--- config.mk ---
export PLATFORM = sky130hd
export DESIGN_NAME = lcd_sequencer_flat
export DESIGN_NICKNAME = d
export VERILOG_FILES = /design/src/rtl/lcd_pkg.sv /design/src/rtl/lcd_sequencer_if.sv /design/src/rtl/lcd_frame_buf.sv /design/src/rtl/lcd_sequencer.sv /design/src/flat_wrapper.sv
export SDC_FILE = /design/constraint.sdc
export NUM_CORES = 1
export LEC_CHECK = 0
export ABC_AREA = 1
export BUFFER_PORTS_ARGS = -buffer_cell sky130_fd_sc_hd__clkbuf_2
export CAP_MARGIN = 40
export CORE_MARGIN = 4
export CORE_UTILIZATION = 45
export CTS_BUF_LIST = sky130_fd_sc_hd__clkbuf_16
export DETAILED_ROUTE_END_ITERATION = 8
export GPL_TIMING_DRIVEN = 0
export PLACE_DENSITY = 0.63
export REMOVE_ABC_BUFFERS = 1
export SETUP_SLACK_MARGIN = 0.4
export SYNTH_ARGS = -nofsm -noshare
export SYNTH_HDL_FRONTEND = slang
export SYNTH_SLANG_ARGS = --single-unit
--- constraint.sdc ---
create_clock -name clk -period 4.2 [get_ports clk]
set_clock_uncertainty 0.1 [all_clocks]
set_input_delay 0.63 -clock clk [delete_from_list [all_inputs] [get_ports clk]]
set_output_delay 0.63 -clock clk [all_outputs]
set_load 0.05 [all_outputs]
--- src/rtl/lcd_pkg.sv ---
`default_nettype none
// ============================================================================
// Module      : lcd_pkg
// Description : Shared definitions for the LCD sequencer: FSM state encoding,
//               HD44780 command bytes, table lengths and the init-table ROM.
// Revision    : 1.0 - initial release
// ============================================================================
package lcd_pkg;

    typedef enum logic [2:0] {
        ST_PWR_WAIT  = 3'd0,
        ST_ISSUE     = 3'd1,
        ST_XFER_WAIT = 3'd2,
        ST_DELAY     = 3'd3,
        ST_IDLE      = 3'd4
    } state_t;

    // Which post-command wait an init entry needs; resolved to a cycle count
    // in the sequencer where the timing parameters live.
    typedef enum logic [1:0] {
        DLY_NONE  = 2'd0,
        DLY_5MS   = 2'd1,
        DLY_100US = 2'd2,
        DLY_CLEAR = 2'd3
    } dly_sel_t;

    typedef struct packed {
        logic [7:0] cmd;
        dly_sel_t   dly;
    } init_entry_t;

    localparam logic [7:0] c_CMD_WAKE    = 8'h30;
    localparam logic [7:0] c_CMD_4BIT    = 8'h20;
    localparam logic [7:0] c_CMD_FUNC    = 8'h28;
    localparam logic [7:0] c_CMD_DISP_ON = 8'h0C;
    localparam logic [7:0] c_CMD_CLEAR   = 8'h01;
    localparam logic [7:0] c_CMD_ENTRY   = 8'h06;
    localparam logic [7:0] c_CMD_LINE1   = 8'h80;
    localparam logic [7:0] c_CMD_LINE2   = 8'hC0;
    localparam logic [7:0] c_BLANK       = 8'h20;

    localparam int c_INIT_LEN    = 8;
    localparam int c_REFRESH_LEN = 34;

    function automatic init_entry_t init_rom(input logic [2:0] idx);
        init_entry_t e;
        e = '{cmd: c_CMD_ENTRY, dly: DLY_NONE};
        case (idx)
            3'd0: e = '{cmd: c_CMD_WAKE,    dly: DLY_5MS};
            3'd1: e = '{cmd: c_CMD_WAKE,    dly: DLY_100US};
            3'd2: e = '{cmd: c_CMD_WAKE,    dly: DLY_100US};
            3'd3: e = '{cmd: c_CMD_4BIT,    dly: DLY_NONE};
            3'd4: e = '{cmd: c_CMD_FUNC,    dly: DLY_NONE};
            3'd5: e = '{cmd: c_CMD_DISP_ON, dly: DLY_NONE};
            3'd6: e = '{cmd: c_CMD_CLEAR,   dly: DLY_CLEAR};
            3'd7: e = '{cmd: c_CMD_ENTRY,   dly: DLY_NONE};
        endcase
        return e;
    endfunction

endpackage
`default_nettype wire

--- src/rtl/lcd_sequencer_if.sv ---
`default_nettype none
// ============================================================================
// Module      : lcd_sequencer_if
// Description : Frame-buffer write port, refresh request and LCD byte-transfer
//               handshake of the LCD sequencer.
//               slave  : sequencer side (drives ready, lcd_start/rs/data)
//               master : host/nibble-stage side (drives writes, refresh, busy)
// Revision    : 1.0 - initial release
// ============================================================================
interface lcd_sequencer_if;
    logic       wr_en;
    logic [4:0] wr_addr;
    logic [7:0] wr_data;
    logic       refresh;
    logic       ready;
    logic       lcd_start;
    logic       lcd_rs;
    logic [7:0] lcd_data;
    logic       lcd_busy;

    modport slave (
        input  wr_en, wr_addr, wr_data, refresh, lcd_busy,
        output ready, lcd_start, lcd_rs, lcd_data
    );

    modport master (
        output wr_en, wr_addr, wr_data, refresh, lcd_busy,
        input  ready, lcd_start, lcd_rs, lcd_data
    );
endinterface
`default_nettype wire

--- src/rtl/lcd_frame_buf.sv ---
`default_nettype none
// ============================================================================
// Module      : lcd_frame_buf
// Description : 32 x 8 character buffer (two 16-character lines).
//               clk/rst    : clock, synchronous reset (fills with spaces)
//               i_wr_*     : write port, visible from the next cycle
//               i_rd_addr  : asynchronous read address, o_rd_data its byte
// Revision    : 1.0 - initial release
// ============================================================================
module lcd_frame_buf
    import lcd_pkg::*;
(
    input  wire logic       clk,
    input  wire logic       rst,
    input  wire logic       i_wr_en,
    input  wire logic [4:0] i_wr_addr,
    input  wire logic [7:0] i_wr_data,
    input  wire logic [4:0] i_rd_addr,
    output logic      [7:0] o_rd_data
);

    logic [7:0] r_mem [32];

    always_ff @(posedge clk) begin
        if (rst) begin
            for (int i = 0; i < 32; i++) begin
                r_mem[i] <= c_BLANK;
            end
        end else if (i_wr_en) begin
            r_mem[i_wr_addr] <= i_wr_data;
        end
    end

    assign o_rd_data = r_mem[i_rd_addr];

endmodule
`default_nettype wire

--- src/rtl/lcd_sequencer.sv ---
`default_nettype none
// ============================================================================
// Module      : lcd_sequencer
// Description : Runs the HD44780 power-up/init sequence, then copies the
//               32-character frame buffer to the display on each refresh.
//               clk, rst : 12 MHz clock, synchronous active-high reset
//               bus      : lcd_sequencer_if.slave - buffer writes, refresh,
//                          ready, and lcd_start/rs/data/busy transfer strobe
// Revision    : 1.0 - initial release
// ============================================================================
module lcd_sequencer
    import lcd_pkg::*;
#(
    parameter int T_PWRUP  = 480000,
    parameter int T_5MS    = 60000,
    parameter int T_100US  = 1200,
    parameter int T_CLEAR  = 24000
) (
    input  wire logic       clk,
    input  wire logic       rst,
    lcd_sequencer_if.slave  bus
);

    localparam logic [18:0] c_PWRUP_CYC = 19'(T_PWRUP);
    localparam logic [18:0] c_5MS_CYC   = 19'(T_5MS);
    localparam logic [18:0] c_100US_CYC = 19'(T_100US);
    localparam logic [18:0] c_CLEAR_CYC = 19'(T_CLEAR);

    function automatic logic [18:0] delay_len(input dly_sel_t sel);
        case (sel)
            DLY_5MS:   return c_5MS_CYC;
            DLY_100US: return c_100US_CYC;
            DLY_CLEAR: return c_CLEAR_CYC;
            default:   return 19'd0;
        endcase
    endfunction

    state_t      r_state, w_state_nxt;
    logic [18:0] r_cnt, w_cnt_nxt;
    logic [5:0]  r_idx, w_idx_nxt;
    logic        r_refresh_mode, w_refresh_mode_nxt;
    logic        r_pending, w_pending_nxt;
    logic        r_start, w_start_nxt;
    logic        r_rs, w_rs_nxt;
    logic [7:0]  r_cmd, w_cmd_nxt;
    logic [4:0]  r_rd_addr, w_rd_addr_nxt;
    logic        r_hold, w_hold_nxt;

    init_entry_t w_entry;
    logic [18:0] w_dly_len;
    logic [18:0] w_post_dly;
    logic        w_last;
    state_t      w_adv_state;
    logic [5:0]  w_adv_idx;
    logic [7:0]  w_rd_data;

    lcd_frame_buf u_frame_buf (
        .clk       (clk),
        .rst       (rst),
        .i_wr_en   (bus.wr_en),
        .i_wr_addr (bus.wr_addr),
        .i_wr_data (bus.wr_data),
        .i_rd_addr (r_rd_addr),
        .o_rd_data (w_rd_data)
    );

    assign w_entry    = init_rom(r_idx[2:0]);
    assign w_dly_len  = delay_len(w_entry.dly);
    assign w_post_dly = r_refresh_mode ? 19'd0 : w_dly_len;
    assign w_last     = r_refresh_mode ? (r_idx == 6'(c_REFRESH_LEN - 1))
                                       : (r_idx == 6'(c_INIT_LEN - 1));
    assign w_adv_state = w_last ? ST_IDLE : ST_ISSUE;
    assign w_adv_idx   = w_last ? 6'd0 : r_idx + 6'd1;

    always_ff @(posedge clk) begin
        if (rst) begin
            r_state        <= ST_PWR_WAIT;
            r_cnt          <= '0;
            r_idx          <= '0;
            r_refresh_mode <= 1'b0;
            r_pending      <= 1'b0;
            r_start        <= 1'b0;
            r_rs           <= 1'b0;
            r_cmd          <= '0;
            r_rd_addr      <= '0;
            r_hold         <= 1'b0;
        end else begin
            r_state        <= w_state_nxt;
            r_cnt          <= w_cnt_nxt;
            r_idx          <= w_idx_nxt;
            r_refresh_mode <= w_refresh_mode_nxt;
            r_pending      <= w_pending_nxt;
            r_start        <= w_start_nxt;
            r_rs           <= w_rs_nxt;
            r_cmd          <= w_cmd_nxt;
            r_rd_addr      <= w_rd_addr_nxt;
            r_hold         <= w_hold_nxt;
        end
    end

    always_comb begin
        w_state_nxt        = r_state;
        w_cnt_nxt          = r_cnt;
        w_idx_nxt          = r_idx;
        w_refresh_mode_nxt = r_refresh_mode;
        // A new request always wins over clearing, so a refresh arriving at
        // pass start or pass end still buys one more pass.
        w_pending_nxt      = r_pending | bus.refresh;
        w_start_nxt        = 1'b0;
        w_rs_nxt           = 1'b0;
        w_cmd_nxt          = r_cmd;
        w_rd_addr_nxt      = r_rd_addr;
        w_hold_nxt         = r_hold;

        case (r_state)
            ST_PWR_WAIT: begin
                if (c_PWRUP_CYC == 19'd0 || r_cnt == c_PWRUP_CYC - 19'd1) begin
                    w_state_nxt        = ST_ISSUE;
                    w_cnt_nxt          = '0;
                    w_idx_nxt          = '0;
                    w_refresh_mode_nxt = 1'b0;
                end else begin
                    w_cnt_nxt = r_cnt + 19'd1;
                end
            end

            ST_ISSUE: begin
                if (!bus.lcd_busy) begin
                    w_start_nxt = 1'b1;
                    w_hold_nxt  = 1'b1;
                    w_state_nxt = ST_XFER_WAIT;
                    if (!r_refresh_mode) begin
                        w_cmd_nxt = w_entry.cmd;
                    end else if (r_idx == 6'd0) begin
                        w_cmd_nxt = c_CMD_LINE1;
                    end else if (r_idx == 6'd17) begin
                        w_cmd_nxt = c_CMD_LINE2;
                    end else begin
                        // Character slots: 1-16 map to buf 0-15, 18-33 to
                        // buf 16-31; the 5-bit wrap makes 32/33 land on 30/31.
                        w_rs_nxt      = 1'b1;
                        w_rd_addr_nxt = r_idx[4:0] - ((r_idx < 6'd17) ? 5'd1 : 5'd2);
                    end
                end
            end

            ST_XFER_WAIT: begin
                // Busy is not trusted in the strobe cycle nor the one after
                // it, since the nibble stage may take a cycle to raise it.
                if (r_start) begin
                    w_hold_nxt = 1'b1;
                end else if (r_hold) begin
                    w_hold_nxt = 1'b0;
                end else if (!bus.lcd_busy) begin
                    if (w_post_dly != 19'd0) begin
                        w_state_nxt = ST_DELAY;
                        w_cnt_nxt   = '0;
                    end else begin
                        w_state_nxt = w_adv_state;
                        w_idx_nxt   = w_adv_idx;
                    end
                end
            end

            ST_DELAY: begin
                if (r_cnt == w_dly_len - 19'd1) begin
                    w_state_nxt = w_adv_state;
                    w_idx_nxt   = w_adv_idx;
                    w_cnt_nxt   = '0;
                end else begin
                    w_cnt_nxt = r_cnt + 19'd1;
                end
            end

            ST_IDLE: begin
                if (r_pending) begin
                    w_pending_nxt      = bus.refresh;
                    w_state_nxt        = ST_ISSUE;
                    w_idx_nxt          = '0;
                    w_refresh_mode_nxt = 1'b1;
                end
            end

            default: begin
                w_state_nxt = ST_PWR_WAIT;
                w_cnt_nxt   = '0;
            end
        endcase
    end

    // Character bytes are fetched combinationally during the strobe cycle so
    // late writes to a not-yet-sent address still make it out.
    assign bus.ready     = (r_state == ST_IDLE) && !r_pending;
    assign bus.lcd_start = r_start;
    assign bus.lcd_rs    = r_rs;
    assign bus.lcd_data  = r_start ? (r_rs ? w_rd_data : r_cmd) : 8'h00;

endmodule
`default_nettype wire

--- src/flat_wrapper.sv ---
// flat-port wrapper written by rule: the top's interface ports become plain ports
module lcd_sequencer_flat import lcd_pkg::*;
#(
    parameter int T_PWRUP  = 480000,
    parameter int T_5MS    = 60000,
    parameter int T_100US  = 1200,
    parameter int T_CLEAR  = 24000
)
  (clk, rst, bus_wr_en, bus_wr_addr, bus_wr_data, bus_refresh, bus_lcd_busy, bus_ready, bus_lcd_start, bus_lcd_rs, bus_lcd_data);
  lcd_sequencer_if bus_i ();
  input  wire logic clk;
  input  wire logic rst;
  input wire logic [$bits(bus_i.wr_en)-1:0] bus_wr_en;
  input wire logic [$bits(bus_i.wr_addr)-1:0] bus_wr_addr;
  input wire logic [$bits(bus_i.wr_data)-1:0] bus_wr_data;
  input wire logic [$bits(bus_i.refresh)-1:0] bus_refresh;
  input wire logic [$bits(bus_i.lcd_busy)-1:0] bus_lcd_busy;
  output wire logic [$bits(bus_i.ready)-1:0] bus_ready;
  output wire logic [$bits(bus_i.lcd_start)-1:0] bus_lcd_start;
  output wire logic [$bits(bus_i.lcd_rs)-1:0] bus_lcd_rs;
  output wire logic [$bits(bus_i.lcd_data)-1:0] bus_lcd_data;
  assign bus_i.wr_en = bus_wr_en;
  assign bus_i.wr_addr = bus_wr_addr;
  assign bus_i.wr_data = bus_wr_data;
  assign bus_i.refresh = bus_refresh;
  assign bus_i.lcd_busy = bus_lcd_busy;
  assign bus_ready = bus_i.ready;
  assign bus_lcd_start = bus_i.lcd_start;
  assign bus_lcd_rs = bus_i.lcd_rs;
  assign bus_lcd_data = bus_i.lcd_data;
  lcd_sequencer #(.T_PWRUP(T_PWRUP), .T_5MS(T_5MS), .T_100US(T_100US), .T_CLEAR(T_CLEAR)) u_core (.clk(clk), .rst(rst), .bus(bus_i));
endmodule
* Word-level counts from Yosys, hierarchy flattened
Memories as Yosys holds them, arrays and structs flattened. A register that Yosys moved wholly into a read port is not among the register bits.
Cells that the tools add are included.
** Cells by class
- Add/sub/neg operators :: 4
- Multiply operators :: 0
- Divide/modulo/power cells :: 0
- $lt $le $gt $ge :: 1
- Equality and inequality tests :: 22
- Shifts and indexed selects :: 0
- Muxes and demuxes :: 57
- Bitwise gates (word level) :: 7
- Reductions and logical operators :: 19
** Operators with widths (number)
- $mux W19 :: 6
- $pmux W19 S4 :: 1
- $mux W6 :: 8
- $mux W8 :: 6
- $pmux W16 S3 :: 1
- $mux W3 :: 11
- $pmux W6 S4 :: 1
- $add A19 B1 Y19 const B :: 1
- $eq A19 B19 Y1 :: 1
- $eq A19 B19 Y1 const B :: 1
- $reduce_bool A19 Y1 :: 1
- $sub A16 B1 Y17 const B :: 1
- $mux W16 :: 1
- $mux W1 :: 15
- $mux W5 :: 3
- $pmux W3 S5 :: 1
- $ne A2 B2 Y1 const B :: 5
- $reduce_and A5 Y1 :: 2
- $ne A2 B1 Y1 const B :: 4
- $reduce_and A8 Y1 :: 1
- $reduce_or A8 Y1 :: 1
- $reduce_and A7 Y1 :: 1
- $add A6 B1 Y6 const B :: 1
- $eq A3 B2 Y1 const B :: 2
- 24 further kinds :: 34
** Word-level totals
- Bits in registers :: 46
- Bits in latches :: 0
- RAM bits :: 256
- ROM bits :: 64
- Bits of input ports :: 18
- Output and inout port bits :: 11
- Logic and storage cells :: 122
- Memories :: 2
** Memory list
- u_core.u_frame_buf.r_mem :: words 32, bits a word 8, read ports 1, clocked after memory_dff 1, write ports 32, line lcd_frame_buf.sv:22 : logic [7:0] r_mem [32];
- (name not given) :: words 8, bits a word 8, read ports 1, clocked after memory_dff 1, write ports 0, line lcd_pkg.sv:48 : case (idx)

* Longest topological paths before layout
Gate-level depths: netlist (run 1).
- Depth in word-level cells :: 11
- Depth in mapped cells :: 20
- Mapped depth without buffers :: 18

* Cells and area by module
Synthesis (run 1) repeated with hierarchy kept, for this count alone.
** Second synthesis, totals
- Cells, all modules :: 1746
- Area, all modules :: 15113.2 µm²
** By module, submodules not included
- lcd_frame_buf :: times used 1, cells an instance 1281, area each 11990.2 µm², seq. area each 7687.4 µm²
- lcd_sequencer :: times used 1, cells an instance 465, area each 3123.0 µm², seq. area each 1081.0 µm²

* Least setup slack after synthesis (run 1)
OpenSTA, ideal clock, no wires.
- Path type :: register to output
- From :: reg with a tool-made name
- To :: out bus_lcd_data[6]
- Arrival :: 2.102 ns
- Data required time :: 3.470 ns
- Path slack :: 1.368 ns
- Stages on the path, launching flop included :: 12
- Buffers on the path :: 4
- Path through :: dfxtp_1 > buf_2 > inv_2 > buf_4 > buf_6 > buf_4 > nor2_1 > o221ai_1 > o211ai_1 > nand3_1 > nand2_1 > a21oi_1
** RTL lines
- end: declaration :: line flat_wrapper.sv:21 : output wire logic [$bits(bus_i.lcd_data)-1:0] bus_lcd_data;

==> flow_results.org, run 1 <==
** Power
- For this design the ratio of total power to cell area is 460 nW/um^2.
- The analysis attributes to cell leakage a power of 0.00634 uW.
- The analysis attributes to net switching a power of 2150 uW.
- IR drop worst, VDD :: 0.418 mV
- Sum of internal, switching and leakage power :: 7740 uW
- Cell-internal power :: 5590 uW
- Logic pwr share :: 15.2%
- Proportion of power drawn by flip-flops and latches :: 47.2%
- Fraction of power spent switching nets :: 27.7%
- Clock share of power :: 37.6%

** Critical path
- The largest single stage delay on the critical path is 0.43 ns.
- Required time worst endpoint :: 3.47 ns
- Endpoint arrival time on the critical path :: 2.99 ns
- The worst setup path is of the register to output pin kind.
- Crit-path max FO :: 41
- Type of destination of the critical path :: output pin
- The startpoint identified for the worst register-to-register timing path is u_core.w_entry[1].
- Kind of cell with the highest combined delay on the critical path :: compound AO/OA/AOI/OAI gates
- Series of cell instances along the critical path :: buf_12, inv_6, buf_16, o21ai_0, o221ai_1, o211ai_1, nand3_1, o21ai_1, a21oi_1, clkbuf_4
- Sum of buffers and inverters on the critical path :: 4
- On the critical path, the stage with the largest delay is an instance of sky130_fd_sc_hd__dfxtp_4.
- The worst register-to-register path ends at u_core.w_entry[1].
- Crit. path cell count :: 10
- For flop-to-flop paths, the worst setup slack is 1.23 ns.
- For the worst flop-to-flop path, the logic depth is 14.
- The most critical setup path has its endpoint at bus_lcd_data[1].
- Crit path launch type :: register

** Run status
- The run finished with clean final reports.

** Clock network
- The H-tree was split into 2 levels.
- For this design, the CTS-stage hold fixing added 0 buffers.
- Clock transition at the registers of the reported paths :: 0.06 ns
- Longest Clk Path Bufs :: 3
- TritonCTS built the clock tree.
- TritonCTS created 35 clock buffers.
- Clock net sink count :: 315
- The tree is rooted in a sky130_fd_sc_hd__clkbuf_16.
- For the worst-skew pair, the clock arrives at the later sink with an insertion delay of 0.52 ns.

** GRT
- Met1 track demand over resource :: 29.8%
- Global-route wire length before repair :: 60800 um
- Total global-route track usage :: 21.0%
- Antenna violations before repair :: 1
- For this run, global-route usage on met3 was measured as 3.36%.
- Global routing used 33.8% of the available met2 tracks.
- The via count of the first global-routing pass was 11.0k.
- Entering global routing, the biggest net connects 66 pins.
- Summed over all layers, the global routing overflow is 0.
- After global routing, the most crowded layer is met2.

** STA
- Setup repair after global routing left no endpoint under its margin.
- Number of failing setup endpoints in the final timing report :: 0
- Post-route minimum period :: 3.72 ns
- Final setup TNS :: 0 ns
- Highest attainable clock frequency :: 269 MHz
- Worst-margin pin slew :: 0.822 ns
- Number of pins exceeding their max-slew limit in the final report :: 0
- Slew headroom :: 45.1%
- Number of hold violations in the final report :: 0
- After layout, the worst path uses 88.6% of the clock period.

** Floorplan
- Once the floorplan was initialized, standard cells occupied 45.7% of the core.
- Site Rows :: 66
- For this design the top-level I/O count stands at 29.
- Height of the die :: 190 um
- The die covers 36100 sq um.
- Measured along the x axis, the die boundary spans 190 um.
- Floorplan core area :: 32600 sq um

** Route
- Wire length per cell :: 18.8 um
- Starting DRC count in detailed routing :: 1018
- Number of iterations in the first detailed-routing pass :: 6
- In this run the remaining antenna-violating nets after routing total 0.
- Routed Wire Length :: 38700 um
- Via-to-Cell Ratio :: 5.52
- In the routed design, unresolved DRC markers number 0.
- The routed layout has 11.4k vias.

** Synth
- Netlist area before placement :: 14900 sq um
- Mean Syn Cell Area :: 9.34 sq um
- Post-synth cell types :: 43
- Post-synth EDFFs :: 256
- Number of warnings reported in the yosys synthesis log :: 0
- Async S/R FF share, synth :: 0%
- Main flop type after synthesis :: sky130_fd_sc_hd__edfxtp_1
- Seq cells post-synth :: 315
- Sequential share of the synthesized area :: 59.5%
- In the synthesized netlist, the number of instances is 1595.

** Placement
- RD Place Congestion :: 0.889
- Port buffering added 28 buffers.
- Summing all placed instances gives a cell area of 15600 sq um.
- Detailed placement finished with a half-perimeter wire length of 25000 um.

** Final layout
- Share of layout cells above drive strength 1 :: 8.89%
- Compared with the post-synthesis result, the final layout area differs by 13.1%.
- After routing the design area is 16900 sq um.
- Number of nets in the finished design :: 1627

** Hold path
- The tightest min-delay check is of the input port to register type.
- In this run the most critical hold path is launched from bus_refresh.

** Flow run
- Number of maximum-capacitance constraint violations :: 0
==> cells in the mapped netlist, types with 2 or more instances <==
cell                       count  area (sq um)
sky130_fd_sc_hd__nor2_1      446          1670
sky130_fd_sc_hd__edfxtp_1    256          7690
sky130_fd_sc_hd__nand2_1     162           608
sky130_fd_sc_hd__o21ai_0     157           786
sky130_fd_sc_hd__inv_1       120           450
sky130_fd_sc_hd__clkbuf_1     65           244
sky130_fd_sc_hd__dfxtp_1      59          1180
sky130_fd_sc_hd__nand3_1      42           210
sky130_fd_sc_hd__o22ai_1      37           231
sky130_fd_sc_hd__o211ai_1     32           240
sky130_fd_sc_hd__a21oi_1      29           145
sky130_fd_sc_hd__o221ai_1     27           236
sky130_fd_sc_hd__nor3_1       23           115
sky130_fd_sc_hd__buf_2        20           100
sky130_fd_sc_hd__nand4_1      17           106
sky130_fd_sc_hd__ha_1         15           188
sky130_fd_sc_hd__xor2_1       13           114
sky130_fd_sc_hd__inv_2        10          37.5
sky130_fd_sc_hd__o21ai_1       9          45.0
sky130_fd_sc_hd__a22oi_1       6          45.0
sky130_fd_sc_hd__nand2_4       5          56.3
sky130_fd_sc_hd__nor3b_1       5          37.5
sky130_fd_sc_hd__nand2_2       4          25.0
sky130_fd_sc_hd__nand3_2       4          40.0
sky130_fd_sc_hd__nor2_2        4          25.0
sky130_fd_sc_hd__xnor2_1       4          35.0
sky130_fd_sc_hd__a211oi_1      3          22.5
sky130_fd_sc_hd__buf_6         3          33.8
sky130_fd_sc_hd__buf_4         2          15.0
sky130_fd_sc_hd__nor2_4        2          22.5
sky130_fd_sc_hd__or2_2         2          12.5
==> power groups by stage <==
| stage | Clock [uW] | Sequential (uW) | Combinational (uW) |
|---|---|---|---|
| 5_1_grt | 3070 | 3680 | 1330 |
| 3_3_place_gp | 0 | 3720 | 1140 |
| 6_report | 2910 | 3660 | 1180 |
| 4_1_cts | 2950 | 3660 | 1180 |
| 3_5_place_dp | 0 | 3720 | 1180 |
| 2_1_floorplan | 0 | 3700 | 853 |
==> registers in the layout, summed over array words and instances, names as in the netlist, 3 cells and up, named ones only <==
register,count
u_core.r_state,3
u_core.w_entry,8
u_core.u_frame_buf.r_mem,256
u_core.r_cmd,8
u_core.r_rd_addr,5
u_core.r_idx,6
u_core.r_cnt,19
==> repair_timing <==
item,CTS,global route
buffers inserted,2,4
pin swaps,0,2
resized for setup,12,5
endpoints found under the setup margin,8,7
gates cloned,1,2
==> stage by stage <==
| stage | utilization, % | setup WS, ns | std cells | hold WS [ns] |
|---|---|---|---|---|
| floorplan | - | -1.03 | 1505 | 0.350 |
| global placement | 46.6 | -4.50 | 1975 | 0.367 |
| detailed placement | 47.7 | 0.374 | 1989 | 0.375 |
| CTS | 51.4 | 0.409 | 2055 | 0.220 |
| global route | 51.7 | 0.407 | 2061 | 0.279 |
| finish | 51.7 | 0.477 | 2062 | 0.237 |
==> cell usage in the layout (no fill, tap or decap), types with 5 or more instances in the layout <==
master,n
sky130_fd_sc_hd__nand4_1,17
sky130_fd_sc_hd__inv_1,124
sky130_fd_sc_hd__o211ai_1,32
sky130_fd_sc_hd__clkinv_1,9
sky130_fd_sc_hd__o21ai_1,9
sky130_fd_sc_hd__nor3b_1,5
sky130_fd_sc_hd__nor3_1,23
sky130_fd_sc_hd__buf_16,11
sky130_fd_sc_hd__nand2_1,162
sky130_fd_sc_hd__dfxtp_1,55
sky130_fd_sc_hd__o22ai_1,37
sky130_fd_sc_hd__clkinv_2,7
sky130_fd_sc_hd__inv_2,10
sky130_fd_sc_hd__nand2_4,5
sky130_fd_sc_hd__xor2_1,13
sky130_fd_sc_hd__o221ai_1,27
sky130_fd_sc_hd__nor2_1,446
sky130_fd_sc_hd__a22oi_1,6
sky130_fd_sc_hd__clkbuf_16,38
sky130_fd_sc_hd__a21oi_1,27
sky130_fd_sc_hd__clkbuf_2,24
sky130_fd_sc_hd__buf_4,5
sky130_fd_sc_hd__o21ai_0,157
sky130_fd_sc_hd__edfxtp_1,256
sky130_fd_sc_hd__ha_1,15
sky130_fd_sc_hd__nand3_1,42
==> kinds of logic after synthesis <==
logic type,synth area share (%)
simple gates,20.2
flops,59.5
compound gates,11.9
buf+inv,5.98
xor+xnor,0.999
fa+ha+maj,1.39
==> worst min path at each step <==
stage,endpoint,slack (ns),cells past startpoint
6_report,u_core.r_pending,0.24,3
5_1_grt,u_core.r_pending,0.28,3
4_1_cts,u_core.r_pending,0.22,3
3_5_place_dp,u_core.r_refresh_mode,0.37,2
3_3_place_gp,u_core.r_cmd[0],0.37,2
2_1_floorplan,u_core.r_hold,0.35,2
==> cell type report <==
type,count,area (sq um)
multi-input cells,1058,5150
fillers,2953,15800
inverters,132,519
clock inverters,27,188
repair buffers,51,658
clock buffers,36,901
diodes,1,2.50
flip-flops and latches,315,8880
well taps,442,553
==> routing by layer <==
| metal | part of all wire (%) | up-vias | wire length, um |
|---|---|---|---|
| met5 | 0 | - | 0 |
| met2 | 47 | 393 | 18100 |
| met4 | 2.1 | 0 | 798 |
| met3 | 6.4 | 57 | 2490 |
| met1 | 45 | 5481 | 17300 |
| li1 | - | 5454 | - |
==> worst min-delay path: stages <==
cell,delay [ns]
sky130_fd_sc_hd__clkbuf_2,0.07
sky130_fd_sc_hd__a21oi_1,0.03
sky130_fd_sc_hd__nor2_1,0.07
Note: power is estimated with default switching activity, not from simulation.
==> run 2, diff against run 1 <==
Settings changed: CTS_BUF_LIST sky130_fd_sc_hd__clkbuf_16 to sky130_fd_sc_hd__clkbuf_2 sky130_fd_sc_hd__clkbuf_4 sky130_fd_sc_hd__clkbuf_8, HOLD_SLACK_MARGIN from default to 0.12.
==> flow_results.org, run 2 (same netlist as run 1, synthesis figures left out) <==
** Critical path
- Worst Reg2Reg Path Length in Cells :: 14
- On the critical path, the stage with the largest delay is an instance of sky130_fd_sc_hd__dfxtp_4.
- Worst Setup Path Type :: register to output pin
- Endpoint arrival time on the critical path :: 2.97 ns
- In this run the critical register-to-register path is captured at u_core.w_entry[1].
- Series of cell instances along the critical path :: buf_12, inv_8, buf_12, o21ai_0, o221ai_1, o211ai_1, nand3_1, o21ai_1, a21oi_1, buf_4
- Destination of the critical timing path :: bus_lcd_data[3]
- Required time worst endpoint :: 3.47 ns
- Of all nets on the critical path, the largest fanout is 41.
- The worst setup path is captured at an output pin.
- Critical path's largest stage delay :: 0.40 ns
- By instance count, the cell type seen most on the critical path is sky130_fd_sc_hd__buf_12.
- Flop-to-flop setup slack :: 1.23 ns
- Crit path launch type :: register
- Source of the worst register-to-register timing path :: u_core.w_entry[1]

** Final layout
- Relative to the synthesized area, the layout overhead comes to 12.7%.
- Largest reg by FF count :: u_core.u_frame_buf.r_mem
- Share of layout cells above drive strength 1 :: 10.5%
- The top cell types in the final layout, fill and taps aside, are sky130_fd_sc_hd__nor2_1 (446), sky130_fd_sc_hd__edfxtp_1 (256), sky130_fd_sc_hd__nand2_1 (162).
- Largest registers :: u_core.u_frame_buf.r_mem x256, u_core.r_cnt x19
- The register with the most flip-flops in the layout has 256 of them.
- Most common cell after layout, fill and taps aside :: sky130_fd_sc_hd__nor2_1
- Number of nets in the finished design :: 1646

** STA
- After layout, the worst path uses 88.0% of the clock period.
- Worst hold-check slack :: 0.300 ns
- Number of failing setup endpoints in the final timing report :: 0
- Number of pins exceeding their max-slew limit in the final report :: 0
- Number of hold violations in the final report :: 0
- At the pin with the least slew margin, the transition time is 0.824 ns.
- RSZ-0062 raised after global routing :: yes
- The routed design could run at a clock period as short as 3.70 ns.
- Static timing analysis puts the maximum clock frequency at 271 MHz.
- In this run the tightest slew margin relative to its limit is 45.0%.

** Power
- Internal power comes to 5250 uW.
- Of the total power, the share spent switching nets is 28.9%.
- Logic pwr share :: 16.0%
- The worst-case IR drop observed on VDD is 0.440 mV.
- Proportion of power drawn by flip-flops and latches :: 49.6%
- Reported net switching power :: 2130 uW
- In this run, the clock network consumes 34.5% of the power.
- Dividing total power by cell area gives a power density of 439 nW/um^2.
- P_leak :: 0.00633 uW
- Sum of internal, switching and leakage power :: 7380 uW

** Floorplan
- Height of the die :: 190 um
- Die area :: 36100 sq um
- Floorplan core area :: 32600 sq um
- Floorplan die width :: 190 um
- Site Rows :: 66
- IO Pins :: 29
- Starting Density :: 45.7%

** Route
- Routed Wire Length :: 38900 um
- After detailed routing, the average wire length per cell comes to 18.6 um.
- Starting DRC count in detailed routing :: 963
- The first TritonRoute pass finished after 6 iterations.
- Vias after detailed routing :: 11.4k
- In this run the remaining antenna-violating nets after routing total 0.
- After detailed routing, the wire length on met1 is 17300 um.
- The routed design uses 2720 um of met3 wire.
- Via-to-Cell Ratio :: 5.47
- Met2 layer wire length in the routed design :: 18000 um
- In the routed design, unresolved DRC markers number 0.
- In this run the top signal layer used is met4.

** Clock network
- The longest clock path from root to sink contains 3 buffers.
- The later pin in the worst-skew pair is clocked with a latency of 0.60 ns.
- Clock transition at the registers of the reported paths :: 0.05 ns
- The H-tree was split into 2 levels.
- Clock tree from TritonCTS :: yes
- CTS saw 315 sinks.
- Cell chosen for the clock root :: sky130_fd_sc_hd__clkbuf_8
- Clock buffers created by TritonCTS :: 53

** GRT
- Total global-route track usage :: 21.6%
- The first global-routing pass estimated 61900 um of wire.
- Global routing finished with a remaining overflow of 0.
- Antenna violations before repair :: 1
- Number of global-route vias before repair :: 11.2k
- Entering global routing, the biggest net connects 67 pins.

** Placement
- The congestion estimate from routability-driven global placement came to 0.889.
- Summed over all nets, the half-perimeter wirelength after detailed placement is 25000 um.
- Count of port buffers added during placement :: 28

** Hold path
- Worst Hold Class :: input port to register
- Counting instances, the worst hold path has a depth of 4.
- The startpoint identified for the worst hold timing path is bus_lcd_busy.

** Run status
- The run finished with clean final reports.

** Flow run
- Across the run, the number of max-cap violations was 0.
-- run 2: worst min path at each step --
stage	endpoint	slack [ns]
2_1_floorplan	u_core.r_hold	0.35
3_3_place_gp	u_core.r_cmd[0]	0.37
3_5_place_dp	u_core.r_refresh_mode	0.37
4_1_cts	u_core.r_state[1]	0.25
5_1_grt	u_core.r_state[1]	0.30
6_report	u_core.r_state[1]	0.30
-- run 2: power groups by stage --
stage | Clock (uW) | Combinational (uW) | Sequential [uW]
finish | 2540 | 1180 | 3660
CTS | 2600 | 1190 | 3660
global route | 2750 | 1340 | 3680
global placement | 0 | 1140 | 3720
detailed placement | 0 | 1180 | 3720
floorplan | 0 | 853 | 3700
-- run 2: area by class of cell --
cell class / instances / area (sq um)
Timing Repair Buffer: 52 / 706
Fill cell: 2992 / 15800
Antenna cell: 1 / 2.50
Multi-Input combinational cell: 1058 / 5160
Clock inverter: 19 / 109
Clock buffer: 70 / 863
Tap cell: 442 / 553
Sequential cell: 315 / 8880
Inverter: 132 / 522
-- run 2: layer usage --
metal  up-vias  track usage (%)
li1       5490                -
met1      5457             30.2
met2       398             34.2
met3        72             4.18
met4         0             6.59
met5         -                0
-- run 2: per-stage QoR --
step	area, sq um	util (%)	cells	worst slack [ns]	TNS [ns]
2_1_floorplan	14500	-	1505	-1.03	-8.17
3_3_place_gp	15200	46.6	1975	-4.50	-108.25
3_5_place_dp	15600	47.7	1989	0.374	0
4_1_cts	16800	51.4	2088	0.424	0
5_1_grt	16800	51.5	2088	0.377	0
6_report	16800	51.5	2089	0.505	0
-- run 2: timing repair --
| item | in CTS | in global routing |
|---|---|---|
| resized for setup | 13 | 10 |
| setup buffers | 5 | 0 |
| endpoints found under the hold margin | 1 | 0 |
| hold buffers | 1 | 0 |
| gates cloned | 4 | 0 |
| setup endpoints to repair | 8 | 8 |
| pin swaps | 0 | 2 |
-- run 2: worst max-delay path, delay by kind of cell (launching register included) --
kind                   cells  cell delay, ns
buffers and inverters      4            0.76
AND/OR/NAND/NOR            1            0.21
AO/OA/AOI/OAI              5            0.96
flip-flops                 1            0.40
==> run 3, diff against run 2 <==
Settings changed: PLACE_DENSITY 0.63 to 0.66.
Clock period 4.2 ns to 3.1 ns, I/O delays scaled along.
==> flow_results.org, run 3 (same netlist as run 1, synthesis figures left out) <==
** Route
- Vias after detailed routing :: 12.0k
- The pre-antenna-repair detailed-routing pass consisted of 5 iterations.
- Remaining antenna violation count :: 0
- After detailed routing, the average wire length per cell comes to 19.4 um.
- Via-to-Cell Ratio :: 5.64
- Starting DRC count in detailed routing :: 1176
- After detailed routing, the number of remaining DRC violations is 0.
- Routed Wire Length :: 41100 um

** Final layout
- The finished cells cover 17700 sq um.
- Leaving out fill and tap cells, the most frequent cell in the layout is sky130_fd_sc_hd__nor2_1.
- Largest reg by FF count :: u_core.u_frame_buf.r_mem
- Core occupancy in the finished layout :: 54.2%
- From synthesis to final layout, the design area changed by 18.6%.
- At the end of the flow, the number of nets in the layout was 1669.
- In the layout the commonest cells are sky130_fd_sc_hd__nor2_1 (440), sky130_fd_sc_hd__edfxtp_1 (256), sky130_fd_sc_hd__nand2_1 (157).
- Largest registers :: u_core.u_frame_buf.r_mem x256, u_core.r_cnt x19
- Largest register FFs :: 256
- Filler-free cell count of the finished design :: 2121
- Fill cells in the final layout number 2868.
- Cells with a size suffix above 1 make up 15.8% of the layout.
- ANT cells :: 0

** GRT
- Total global-route track usage :: 22.7%
- The via count of the first global-routing pass is 11.7k.
- Entering global routing, the biggest net connects 48 pins.
- The first global-routing pass estimated 64800 um of wire.
- The total overflow left after global routing is 0.
- The initial antenna violation count was 0.

** STA
- Number of hold violations in the final report :: 0
- Setup repair after global routing could not meet its margin everywhere.
- Slew headroom :: 45.4%
- Timing would allow up to 318 MHz.
- Number of pins exceeding their max-slew limit in the final report :: 0
- Worst-margin pin slew :: 0.818 ns
- The worst path in the final design needs a cycle of 3.15 ns, including I/O delays and setup.
- After layout, the worst setup slack is -0.0483 ns.
- Setup violations remaining at the end of the flow were counted as 6.
- Final clock period utilization by the worst path :: 102%

** Clock network
- Clock net sink count :: 315
- Cell chosen for the clock root :: sky130_fd_sc_hd__clkbuf_8
- The number of clock buffers added by TritonCTS is 53.
- The clock tree synthesis step divided the H-tree into 2 levels.
- Clock transition at the registers of the reported paths :: 0.07 ns
- The later pin in the worst-skew pair is clocked with a latency of 0.62 ns.
- TritonCTS built the clock tree.
- Longest Clk Path Bufs :: 3

** Power
- The design draws 10600 uW.
- P_leak :: 0.00660 uW
- IR drop worst, VDD :: 0.603 mV
- Power density normalized to cell area :: 601 nW/um^2

** Floorplan
- Die area :: 36100 sq um
- Site Rows :: 66
- In this run the vertical extent of the chip is 190 um.
- Starting Density :: 45.7%
- 29 I/O pins were placed.
- Floorplan core area :: 32600 sq um
- Floorplan die width :: 190 um

** Flow run
- Across the run, the number of max-cap violations was 0.

** Placement
- At the end of routability-driven placement, the weighted congestion stood at 0.898.
- Cell area after placement :: 15600 sq um
- Place WS :: -0.569 ns
- Including well taps, the total number of placed cells is 1989.
- DP Wirelength :: 25100 um
- Input and output buffers added on the ports amount to 28.

** Hold path
- Worst Hold Class :: input port to register

** Critical path
- Required time worst endpoint :: 2.53 ns
- The worst setup path is captured at an output pin.
- The worst setup path is launched from a register.
- At the worst endpoint, the arrival time is 2.58 ns.
- The critical path is of the register to output pin type.
- Crit-path max FO :: 28

** Run status
- Failing checks :: setup timing
- Result of the run :: complete, but fails checks
-- run 3: changes by cell type in the layout (fill, tap and decap cells not counted), sizes merged --
cell / previous run / this run
buf: 20 / 45
bufbuf: 4 / 1
bufinv: 0 / 3
clkbuf: 97 / 100
clkinv: 19 / 16
clkinvlp: 1 / 2
diode: 1 / 0
dlygate4sd3: 1 / 2
inv: 131 / 137
-- run 3: path summary, 6_finish.rpt --
check | slack (ns) | endpoint | from | cells after the start
worst max register to register | 0.57 | register | u_core.r_idx[0] | 9
worst min register to register | 0.39 | u_core.r_cmd[2] | u_core.w_entry[4] | 2
worst max-delay path | -0.05 | bus_lcd_data[5] | register | 9
worst min-delay path | 0.20 | u_core.u_frame_buf.r_mem[19][5] | bus_wr_data[5] | 3
-- run 3: final cells by class --
cell class                 instances  area, sq um  share of cell area, %
timing repair buffer              70         1030                   5.84
timing repair inverter             5         46.3                  0.262
multi-input combinational       1058         5480                   31.0
tap                              442          553                   3.13
clock buffer                      78          955                   5.40
sequential                       315         8890                   50.3
clock inverter                    21          193                   1.09
inverter                         132          537                   3.04
-- run 3: per-stage QoR --
stage | TNS, ns | hold slack, ns
after floorplan | -15.65 | 0.350
final | -0.221 | 0.204
after global routing | -0.902 | 0.167
after global placement | -513.16 | 0.365
after detailed placement | -31.55 | 0.382
after CTS | -0.134 | 0.136
-- run 3: power by group --
group          switching, uW  total, uW  internal [uW]
logic                   1160       1690            539
registers                137       4960           4830
clock network           1720       3960           2240
-- run 3: critical path: stages (launching register included) --
cell and delay, ns:
sky130_fd_sc_hd__dfxtp_4 0.42, sky130_fd_sc_hd__buf_12 0.19, sky130_fd_sc_hd__buf_16 0.19, sky130_fd_sc_hd__o21ai_0 0.11, sky130_fd_sc_hd__o22ai_1 0.29, sky130_fd_sc_hd__o211ai_1 0.12, sky130_fd_sc_hd__nand3_1 0.15, sky130_fd_sc_hd__nand2_2 0.14
sky130_fd_sc_hd__a21oi_4 0.17, sky130_fd_sc_hd__buf_8 0.16
-- run 3: per-layer routing --
layer  share of wire (%)  track usage (%)
met5                   0                0
met4                 3.5             8.65
met1                  41             30.8
met2                  47             36.6
met3                 8.4             4.18
-- run 3: timing repair --
item,in CTS,in global routing
hold buffers,2,0
cloned,12,1
buffers inserted,12,6
endpoints found under the hold margin,2,0
endpoints found under the setup margin,49,84
resized for setup,103,58
pin swaps,16,23
